===== config.mk =====
export PLATFORM = sky130hd
export DESIGN_NAME = sorting_network_pipe_flat
export DESIGN_NICKNAME = d
export VERILOG_FILES = /design/src/rtl/sorting_network_pipe_if.sv /design/src/rtl/sorting_network_pipe.sv /design/src/flat_wrapper.sv
export SDC_FILE = /design/constraint.sdc
export NUM_CORES = 1
export LEC_CHECK = 0
export CAP_MARGIN = 20
export CORE_ASPECT_RATIO = 2
export CORE_UTILIZATION = 50
export DETAILED_ROUTE_END_ITERATION = 12
export GPL_TIMING_DRIVEN = 0
export PLACE_DENSITY_LB_ADDON = 0.3
export SETUP_SLACK_MARGIN = 0.2
export SLEW_MARGIN = 20
export SYNTH_ARGS = -nofsm -noshare
export SYNTH_HDL_FRONTEND = slang
export SYNTH_SLANG_ARGS = --single-unit

===== constraint.sdc =====
create_clock -name i_clk -period 9.4 [get_ports i_clk]
set_input_delay 1.41 -clock i_clk [delete_from_list [all_inputs] [get_ports i_clk]]
set_output_delay 1.41 -clock i_clk [all_outputs]
set_load 0.05 [all_outputs]

===== src/rtl/sorting_network_pipe_if.sv =====
// Stream bundle for the sorting network: upstream beat (valid/ready/data/mode/user)
// and downstream sorted beat. The master is the upstream/downstream side; the slave is the sorter.
interface sorting_network_pipe_if #(
  parameter int unsigned DATA_WIDTH = 8,
  parameter int unsigned NUM_INPUTS = 5,
  parameter int unsigned USER_WIDTH = 2
);
  logic                             s_valid;
  logic                             s_ready;
  logic [NUM_INPUTS*DATA_WIDTH-1:0] s_data;
  logic [1:0]                       s_mode;
  logic [USER_WIDTH-1:0]            s_user;
  logic                             m_valid;
  logic                             m_ready;
  logic [NUM_INPUTS*DATA_WIDTH-1:0] m_sorted;
  logic [DATA_WIDTH-1:0]            m_data;
  logic [USER_WIDTH-1:0]            m_user;

  modport master (
    output s_valid, s_data, s_mode, s_user, m_ready,
    input  s_ready, m_valid, m_sorted, m_data, m_user
  );

  modport slave (
    input  s_valid, s_data, s_mode, s_user, m_ready,
    output s_ready, m_valid, m_sorted, m_data, m_user
  );
endinterface


===== src/rtl/sorting_network_pipe.sv =====
// Fully pipelined odd-even transposition sorter: one compare-exchange rank per register stage,
// with mode/user carried alongside and a single global stall driven by the output stage.
module sorting_network_pipe #(
  parameter int unsigned DATA_WIDTH = 8,
  parameter int unsigned NUM_INPUTS = 5,
  parameter int unsigned USER_WIDTH = 2,
  parameter bit          SIGNED     = 1'b0
) (
  input logic                   i_clk,
  input logic                   i_areset,
  sorting_network_pipe_if.slave bus
);
  localparam int unsigned N   = NUM_INPUTS;
  localparam int unsigned W   = DATA_WIDTH;
  localparam int unsigned Mid = (N - 1) / 2;

  typedef logic [W-1:0] elem_t;

  elem_t                 stage_in [N][N];
  elem_t                 data_d   [N][N];
  elem_t                 data_q   [N][N];
  logic [N-1:0]          valid_q;
  logic [1:0]            mode_q   [N];
  logic [USER_WIDTH-1:0] user_q   [N];
  logic                  en;

  function automatic logic lt(elem_t a, elem_t b);
    if (SIGNED) return $signed(a) < $signed(b);
    return a < b;
  endfunction

  always_comb begin
    for (int unsigned k = 0; k < N; k++) begin
      stage_in[0][k] = bus.s_data[k*W +: W];
    end
    for (int unsigned p = 1; p < N; p++) begin
      for (int unsigned k = 0; k < N; k++) begin
        stage_in[p][k] = data_q[p-1][k];
      end
    end
    for (int unsigned p = 0; p < N; p++) begin
      for (int unsigned k = 0; k < N; k++) begin
        data_d[p][k] = stage_in[p][k];
      end
      // Stage index 0 is rank 1 (pairs 0-1, 2-3, ...); alternate ranks shift by one.
      for (int unsigned i = p % 2; i + 1 < N; i += 2) begin
        if (lt(stage_in[p][i+1], stage_in[p][i])) begin
          data_d[p][i]   = stage_in[p][i+1];
          data_d[p][i+1] = stage_in[p][i];
        end
      end
    end
  end

  assign en          = !valid_q[N-1] || bus.m_ready;
  assign bus.s_ready = en && !i_areset;

  always_ff @(posedge i_clk or posedge i_areset) begin
    if (i_areset) begin
      valid_q <= '0;
      for (int unsigned p = 0; p < N; p++) begin
        mode_q[p] <= '0;
        user_q[p] <= '0;
        for (int unsigned k = 0; k < N; k++) begin
          data_q[p][k] <= '0;
        end
      end
    end else if (en) begin
      valid_q   <= {valid_q[N-2:0], bus.s_valid};
      mode_q[0] <= bus.s_mode;
      user_q[0] <= bus.s_user;
      for (int unsigned p = 1; p < N; p++) begin
        mode_q[p] <= mode_q[p-1];
        user_q[p] <= user_q[p-1];
      end
      for (int unsigned p = 0; p < N; p++) begin
        for (int unsigned k = 0; k < N; k++) begin
          data_q[p][k] <= data_d[p][k];
        end
      end
    end
  end

  assign bus.m_valid = valid_q[N-1];
  assign bus.m_user  = user_q[N-1];

  always_comb begin
    for (int unsigned k = 0; k < N; k++) begin
      bus.m_sorted[k*W +: W] = data_q[N-1][k];
    end
    case (mode_q[N-1])
      2'd0:    bus.m_data = data_q[N-1][0];
      2'd2:    bus.m_data = data_q[N-1][N-1];
      default: bus.m_data = data_q[N-1][Mid];
    endcase
  end
endmodule


===== src/flat_wrapper.sv =====
// flat-port wrapper written by rule: the top's interface ports become plain ports
module sorting_network_pipe_flat 
#(
  parameter int unsigned DATA_WIDTH = 8,
  parameter int unsigned NUM_INPUTS = 5,
  parameter int unsigned USER_WIDTH = 2,
  parameter bit          SIGNED     = 1'b0
)
  (i_clk, i_areset, bus_s_valid, bus_s_data, bus_s_mode, bus_s_user, bus_m_ready, bus_s_ready, bus_m_valid, bus_m_sorted, bus_m_data, bus_m_user);
  sorting_network_pipe_if #(.DATA_WIDTH(DATA_WIDTH), .NUM_INPUTS(NUM_INPUTS), .USER_WIDTH(USER_WIDTH)) bus_i ();
  input logic i_clk;
  input logic i_areset;
  input wire logic [$bits(bus_i.s_valid)-1:0] bus_s_valid;
  input wire logic [$bits(bus_i.s_data)-1:0] bus_s_data;
  input wire logic [$bits(bus_i.s_mode)-1:0] bus_s_mode;
  input wire logic [$bits(bus_i.s_user)-1:0] bus_s_user;
  input wire logic [$bits(bus_i.m_ready)-1:0] bus_m_ready;
  output wire logic [$bits(bus_i.s_ready)-1:0] bus_s_ready;
  output wire logic [$bits(bus_i.m_valid)-1:0] bus_m_valid;
  output wire logic [$bits(bus_i.m_sorted)-1:0] bus_m_sorted;
  output wire logic [$bits(bus_i.m_data)-1:0] bus_m_data;
  output wire logic [$bits(bus_i.m_user)-1:0] bus_m_user;
  assign bus_i.s_valid = bus_s_valid;
  assign bus_i.s_data = bus_s_data;
  assign bus_i.s_mode = bus_s_mode;
  assign bus_i.s_user = bus_s_user;
  assign bus_i.m_ready = bus_m_ready;
  assign bus_s_ready = bus_i.s_ready;
  assign bus_m_valid = bus_i.m_valid;
  assign bus_m_sorted = bus_i.m_sorted;
  assign bus_m_data = bus_i.m_data;
  assign bus_m_user = bus_i.m_user;
  sorting_network_pipe #(.DATA_WIDTH(DATA_WIDTH), .NUM_INPUTS(NUM_INPUTS), .USER_WIDTH(USER_WIDTH), .SIGNED(SIGNED)) u_core (.i_clk(i_clk), .i_areset(i_areset), .bus(bus_i));
endmodule

==> results of run 1 <==
==> worst max-delay path: stages <==
cell and delay, ns:
clkdlybuf4s50_1 0.41, and2b_1 0.28, buf_6 0.20, buf_2 0.37, buf_2 0.33, nor2_1 0.06
clkdlybuf4s50_1 0.70
==> synth_stat cells, drive strengths merged <==
library cell,instances,share of area
mux2i,8,0.0056
o21a,30,0.016
a22oi,160,0.085
nand3,320,0.11
nand2b,2,0.0014
a21oi,20,0.0070
inv,71,0.019
nor3b,10,0.0056
buf,143,0.065
and2,90,0.040
and2b,1,0.00053
and4,10,0.0062
nand2,182,0.048
nor2,81,0.021
ha,70,0.062
o211ai,160,0.085
clkbuf,10,0.0026
dfrtp,225,0.40
o21ai,62,0.022
==> per-layer routing <==
layer,track usage,up-vias,wire (µm)
met3,0.0323,193,1720
met4,0.242,0,3710
met1,0.296,6410,14700
li1,-,6271,-
met5,0,-,0
met2,0.615,486,24500
==> flip-flops by register name, indices dropped and copies added, names as in the netlist <==
name,count
u_core.bus.m_sorted,40
u_core.data_q,128
u_core.mode_q,10
u_core.data_d,32
u_core.valid_q,5
u_core.user_q,8
u_core.bus.m_user,2
==> final cells by class <==
| class | instances | area share |
|---|---|---|
| Clock inverter | 8 | 0.00699 |
| Buffer | 153 | 0.0586 |
| Clock buffer | 31 | 0.0398 |
| Inverter | 71 | 0.0166 |
| Multi-Input combinational cell | 1206 | 0.446 |
| Timing Repair Buffer | 101 | 0.0635 |
| Sequential cell | 225 | 0.342 |
| Tap cell | 356 | 0.0270 |
==> kinds of logic (layout without fill, tap and decap cells) <==
| group | count (synthesis) | after routing | share of synthesized area |
|---|---|---|---|
| AO/OA/AOI/OAI | 432 | 432 | 0.214 |
| adder cells (fa/ha/maj) | 70 | 70 | 0.0617 |
| buffers and inverters | 224 | 364 | 0.0868 |
| flip-flops | 225 | 225 | 0.396 |
| multiplexers | 8 | 8 | 0.00564 |
| AND/OR/NAND/NOR | 696 | 696 | 0.236 |
==> worst max path at each step <==
stage / end / slack (ns) / cells after the start
after CTS: bus_s_ready / 4.22 / 7
final: bus_s_ready / 4.21 / 7
after floorplan: u_core.bus.m_sorted[0]$_DFFE_PP0N_ / 1.83 / 1
after global placement: u_core.data_q[84]$_DFFE_PP0N_ / -1.13 / 2
after detailed placement: bus_s_ready / 4.23 / 7
after global routing: bus_s_ready / 4.13 / 7
==> through the flow <==
step / hold slack [ns] / cells
finish: 0.455 / 2151
global route: 0.479 / 2151
CTS: 0.457 / 2151
detailed placement: 0.442 / 2112
global placement: 0.445 / 2110
floorplan: 0.430 / 1655
==> power by group through the flow <==
| stage | Clock [mW] | Sequential [mW] | Combinational, mW |
|---|---|---|---|
| floorplan | 0 | 1.60 | 2.81 |
| global placement | 0 | 1.74 | 3.70 |
| detailed placement | 0 | 1.75 | 3.78 |
| CTS | 0.976 | 1.73 | 3.80 |
| global route | 1.01 | 1.78 | 4.21 |
| finish | 0.968 | 1.74 | 3.83 |
==> flow_summary.json, run 1 <==
{
  "critPathLaunch": "bus_m_ready",
  "ant_nets": 0,
  "tightest_slew_ns": 0.734,
  "post_drt_wl_per_cell_um": 20.8,
  "fillers": 2595,
  "fin_crit_sh": 0.552,
  "min_to": "u_core.valid_q[4]$_DFFE_PP0N_",
  "numPortBuffers": 99,
  "critPathMaxFanout": 10,
  "placed_cell_area_um2": 15700,
  "intPower_mw": 3.30,
  "finalPower_mw": 6.54,
  "clockBufferDepth": 3,
  "r2r_slack_ns": 7.39,
  "syn_nets": 1773,
  "rows": 87,
  "drive_gt1_frac": 0.103,
  "clock.fmax_mhz": 193,
  "finalInstanceArea_um2": 16500,
  "fin_crit_ns": 5.19,
  "grt_overflow": 0,
  "layout.nets": 1898,
  "area.sequential_um2": 5630,
  "criticalPathCategory": "input port to output port",
  "rr_endpoint": "u_core.bus.m_sorted[17]$_DFFE_PP0N_",
  "grt_usage": 0.317,
  "swShare": 0.496,
  "maxSlewViolCount": 0,
  "mostFrequentLayoutCells": "320 x nand3_1, 225 x dfrtp_1, 182 x nand2_1",
  "core_area_um2": 28100,
  "root_buffer": "clkbuf_16",
  "switching_power_mw": 3.24,
  "ys_seq_area_frac": 0.396,
  "ioPinCount": 100,
  "cellLeakagePower_nw": 7.37,
  "drv_cap": 0,
  "layout_setup_ws_ns": 4.21,
  "initial_core_util": 0.506,
  "cp_data_required_time_ns": 7.99,
  "end_kind": "output port",
  "synth_area_per_cell_um2": 8.58,
  "hold_path_class": "flip-flop to flip-flop",
  "drcViolationCount": 2,
  "clock_latency_ns": 0.54,
  "p_seq_frac": 0.266,
  "min_path_cells": 1,
  "finalHoldViolations": 0,
  "power.density_nw_per_um2": 397,
  "synth_warnings": 0,
  "synth_area_um2": 14200,
  "multi_input_area_um2": 7340,
  "wirelength_um": 44600,
  "synthCells": 1655,
  "place_ws_ns": 4.23,
  "combPwrFrac": 0.586,
  "antenna_found_initial": 0,
  "die_h_um": 240,
  "rsz0062_at_grt": "no",
  "cts_max_level": 1,
  "cp_data_arrival_time_ns": 3.78,
  "die_area_um2": 29100,
  "num_vias": 13400,
  "clkSlewWorstSetupHoldPaths_ns": 0.06,
  "hold_start": "u_core.valid_q[3]$_DFFE_PP0N_",
  "slew_headroom": 0.510,
  "timing.rr.start": "u_core.data_q[63]$_DFFE_PP0N_",
  "fin_tns_setup_ns": 0,
  "clock-sinks": 225,
  "viasPerCell": 6.21,
  "cts_resized": 0,
  "worst_clock_skew_ns": 0.0127,
  "r2r_cells": 7,
  "grt_pass1_wl_um": 71000,
  "worstSetupStartpointType": "input port",
  "postCtsSetupBuffers": 0,
  "drt-initial-drc-count": 867,
  "cts-buffers-inserted": 22,
  "peakVddDrop_v": 0.000147,
  "fp.dieW_um": 121,
  "cts_tree": "built",
  "final_util": 0.587,
  "p_clk_frac": 0.148,
  "grt_start_max_net_pins": 99,
  "synthToLayoutAreaGrowth_pct": 16.0,
  "ys_seq_elements": 225,
  "layout_commonest_cell": "nand3_1",
  "routabilityCongestion": 1.00,
  "outcome": "complete, but fails checks",
  "dp_hpwl_um": 34600,
  "grt_pass1_vias": 13600,
  "first_pass_iters": 11,
  "violations": "design-rule violations",
  "cts_hold_buffers": 0,
  "setup_viol": 0,
  "ys_types": 25,
  "n_antenna_cell": 0
}
Note: power is estimated with default switching activity, not from simulation.
==> run 2, diff against run 1 <==
- clock period: 9.4 -> 4.3 ns (I/O delays scaled with it)
==> flow_summary.json, run 2 (synthesis results as in run 1) <==
{
  "outcome": "finished, final reports clean",
  "layout.nets": 1903,
  "mostFrequentLayoutCells": "320 x nand3_1, 225 x dfrtp_1, 182 x nand2_1",
  "wirelength_um": 44500,
  "setup_viol": 0,
  "worstSetupStartpointType": "input port",
  "clock-sinks": 225,
  "fin_crit_ns": 3.66,
  "clock_latency_ns": 0.53,
  "dp_hpwl_um": 35000,
  "layout_setup_ws_ns": 0.644,
  "fillers": 2597,
  "rsz0062_at_grt": "no",
  "drive_gt1_frac": 0.104,
  "core_area_um2": 28100,
  "clockBufferDepth": 3,
  "fin_tns_setup_ns": 0,
  "tightest_slew_ns": 0.774,
  "num_vias": 13300,
  "rows": 87,
  "clock.fmax_mhz": 274,
  "cts-buffers-inserted": 22,
  "r2r_slack_ns": 2.24,
  "timing.rr.start": "u_core.valid_q[4]$_DFFE_PP0N_",
  "postCtsSetupBuffers": 0,
  "viasPerCell": 6.17,
  "finalInstanceArea_um2": 16500,
  "grt_start_max_net_pins": 35,
  "antenna_found_initial": 0,
  "whs_ns": 0.459,
  "maxSlewViolCount": 0,
  "fp.dieW_um": 121,
  "ioPinCount": 100,
  "largest_register_ffs": 128,
  "grt_pass1_vias": 13300,
  "layout_commonest_cell": "nand3_1",
  "end_kind": "output port",
  "cts_max_level": 1,
  "numPortBuffers": 99,
  "clkSlewWorstSetupHoldPaths_ns": 0.07,
  "critPathMaxFanout": 10,
  "hold_path_class": "flip-flop to flip-flop",
  "stdcell_count": 2157,
  "n_antenna_cell": 0,
  "cp_data_required_time_ns": 3.65,
  "final_util": 0.589,
  "placed_cell_area_um2": 15800,
  "cp_data_arrival_time_ns": 3.01,
  "slew_headroom": 0.484,
  "root_buffer": "clkbuf_16",
  "worst_clock_skew_ns": 0.0241,
  "die_h_um": 240,
  "synthToLayoutAreaGrowth_pct": 16.5,
  "first_pass_iters": 9,
  "grt_pass1_wl_um": 70100,
  "top_register": "u_core.data_q",
  "criticalPathCategory": "input port to output port",
  "grt_usage": 0.314,
  "critPathLaunch": "bus_m_ready",
  "ant_nets": 0,
  "initial_core_util": 0.506,
  "cts_resized": 0,
  "finalPower_mw": 14.3,
  "cts_hold_buffers": 0,
  "dpl.cell_count": 2117,
  "post_drt_wl_per_cell_um": 20.6,
  "finalHoldViolations": 0,
  "cts_tree": "built",
  "power.density_nw_per_um2": 862,
  "hold_start": "u_core.valid_q[3]$_DFFE_PP0N_",
  "place_ws_ns": 0.626,
  "drv_cap": 0,
  "routabilityCongestion": 1.01,
  "peakVddDrop_v": 0.000326,
  "fin_crit_sh": 0.850,
  "cellLeakagePower_nw": 7.40,
  "drt-initial-drc-count": 815,
  "die_area_um2": 29100,
  "drcViolationCount": 0,
  "grt_overflow": 0
}
==> run 2: area by class of cell <==
class                      instances  area (µm²)  area share
timing repair buffer             106        1140      0.0688
sequential                       225        5630       0.340
multi-input combinational       1206        7340       0.444
buffer                           153         966      0.0584
clock buffer                      33         643      0.0389
inverter                          71         270      0.0163
tap                              356         445      0.0269
clock inverter                     7         114     0.00688
==> run 2: power breakdown <==
group / switching, mW / internal, mW / leakage, nW
Clock: 0.848 / 1.22 / 0.372
Sequential: 0.743 / 3.06 / 2.81
Combinational: 5.48 / 2.92 / 4.21
==> run 2: per-layer routing <==
layer | vias to the layer above | GRT usage | routed length (µm)
met5 | - | 0 | 0
met4 | 0 | 0.253 | 3820
met3 | 176 | 0.0361 | 1780
met2 | 491 | 0.603 | 24500
met1 | 6362 | 0.289 | 14300
li1 | 6272 | - | -
==> run 2: worst paths after layout <==
kind,end,cells past startpoint
min in group asynchronous,u_core.valid_q[4]$_DFFE_PP0N_,2
hold / removal,u_core.valid_q[4]$_DFFE_PP0N_,1
setup reg to reg,u_core.data_q[162]$_DFFE_PP0N_,6
setup / recovery,bus_s_ready,7
max in group asynchronous,u_core.data_d[1]$_DFFE_PP0N_,6
hold reg to reg,u_core.valid_q[4]$_DFFE_PP0N_,1
==> run 2: worst max-delay path, stage by stage <==
cell and delay (ns):
clkdlybuf4s50_1 0.42, and2b_1 0.27, buf_6 0.18, buf_2 0.37
buf_2 0.34, nor2_1 0.07, clkdlybuf4s50_1 0.70
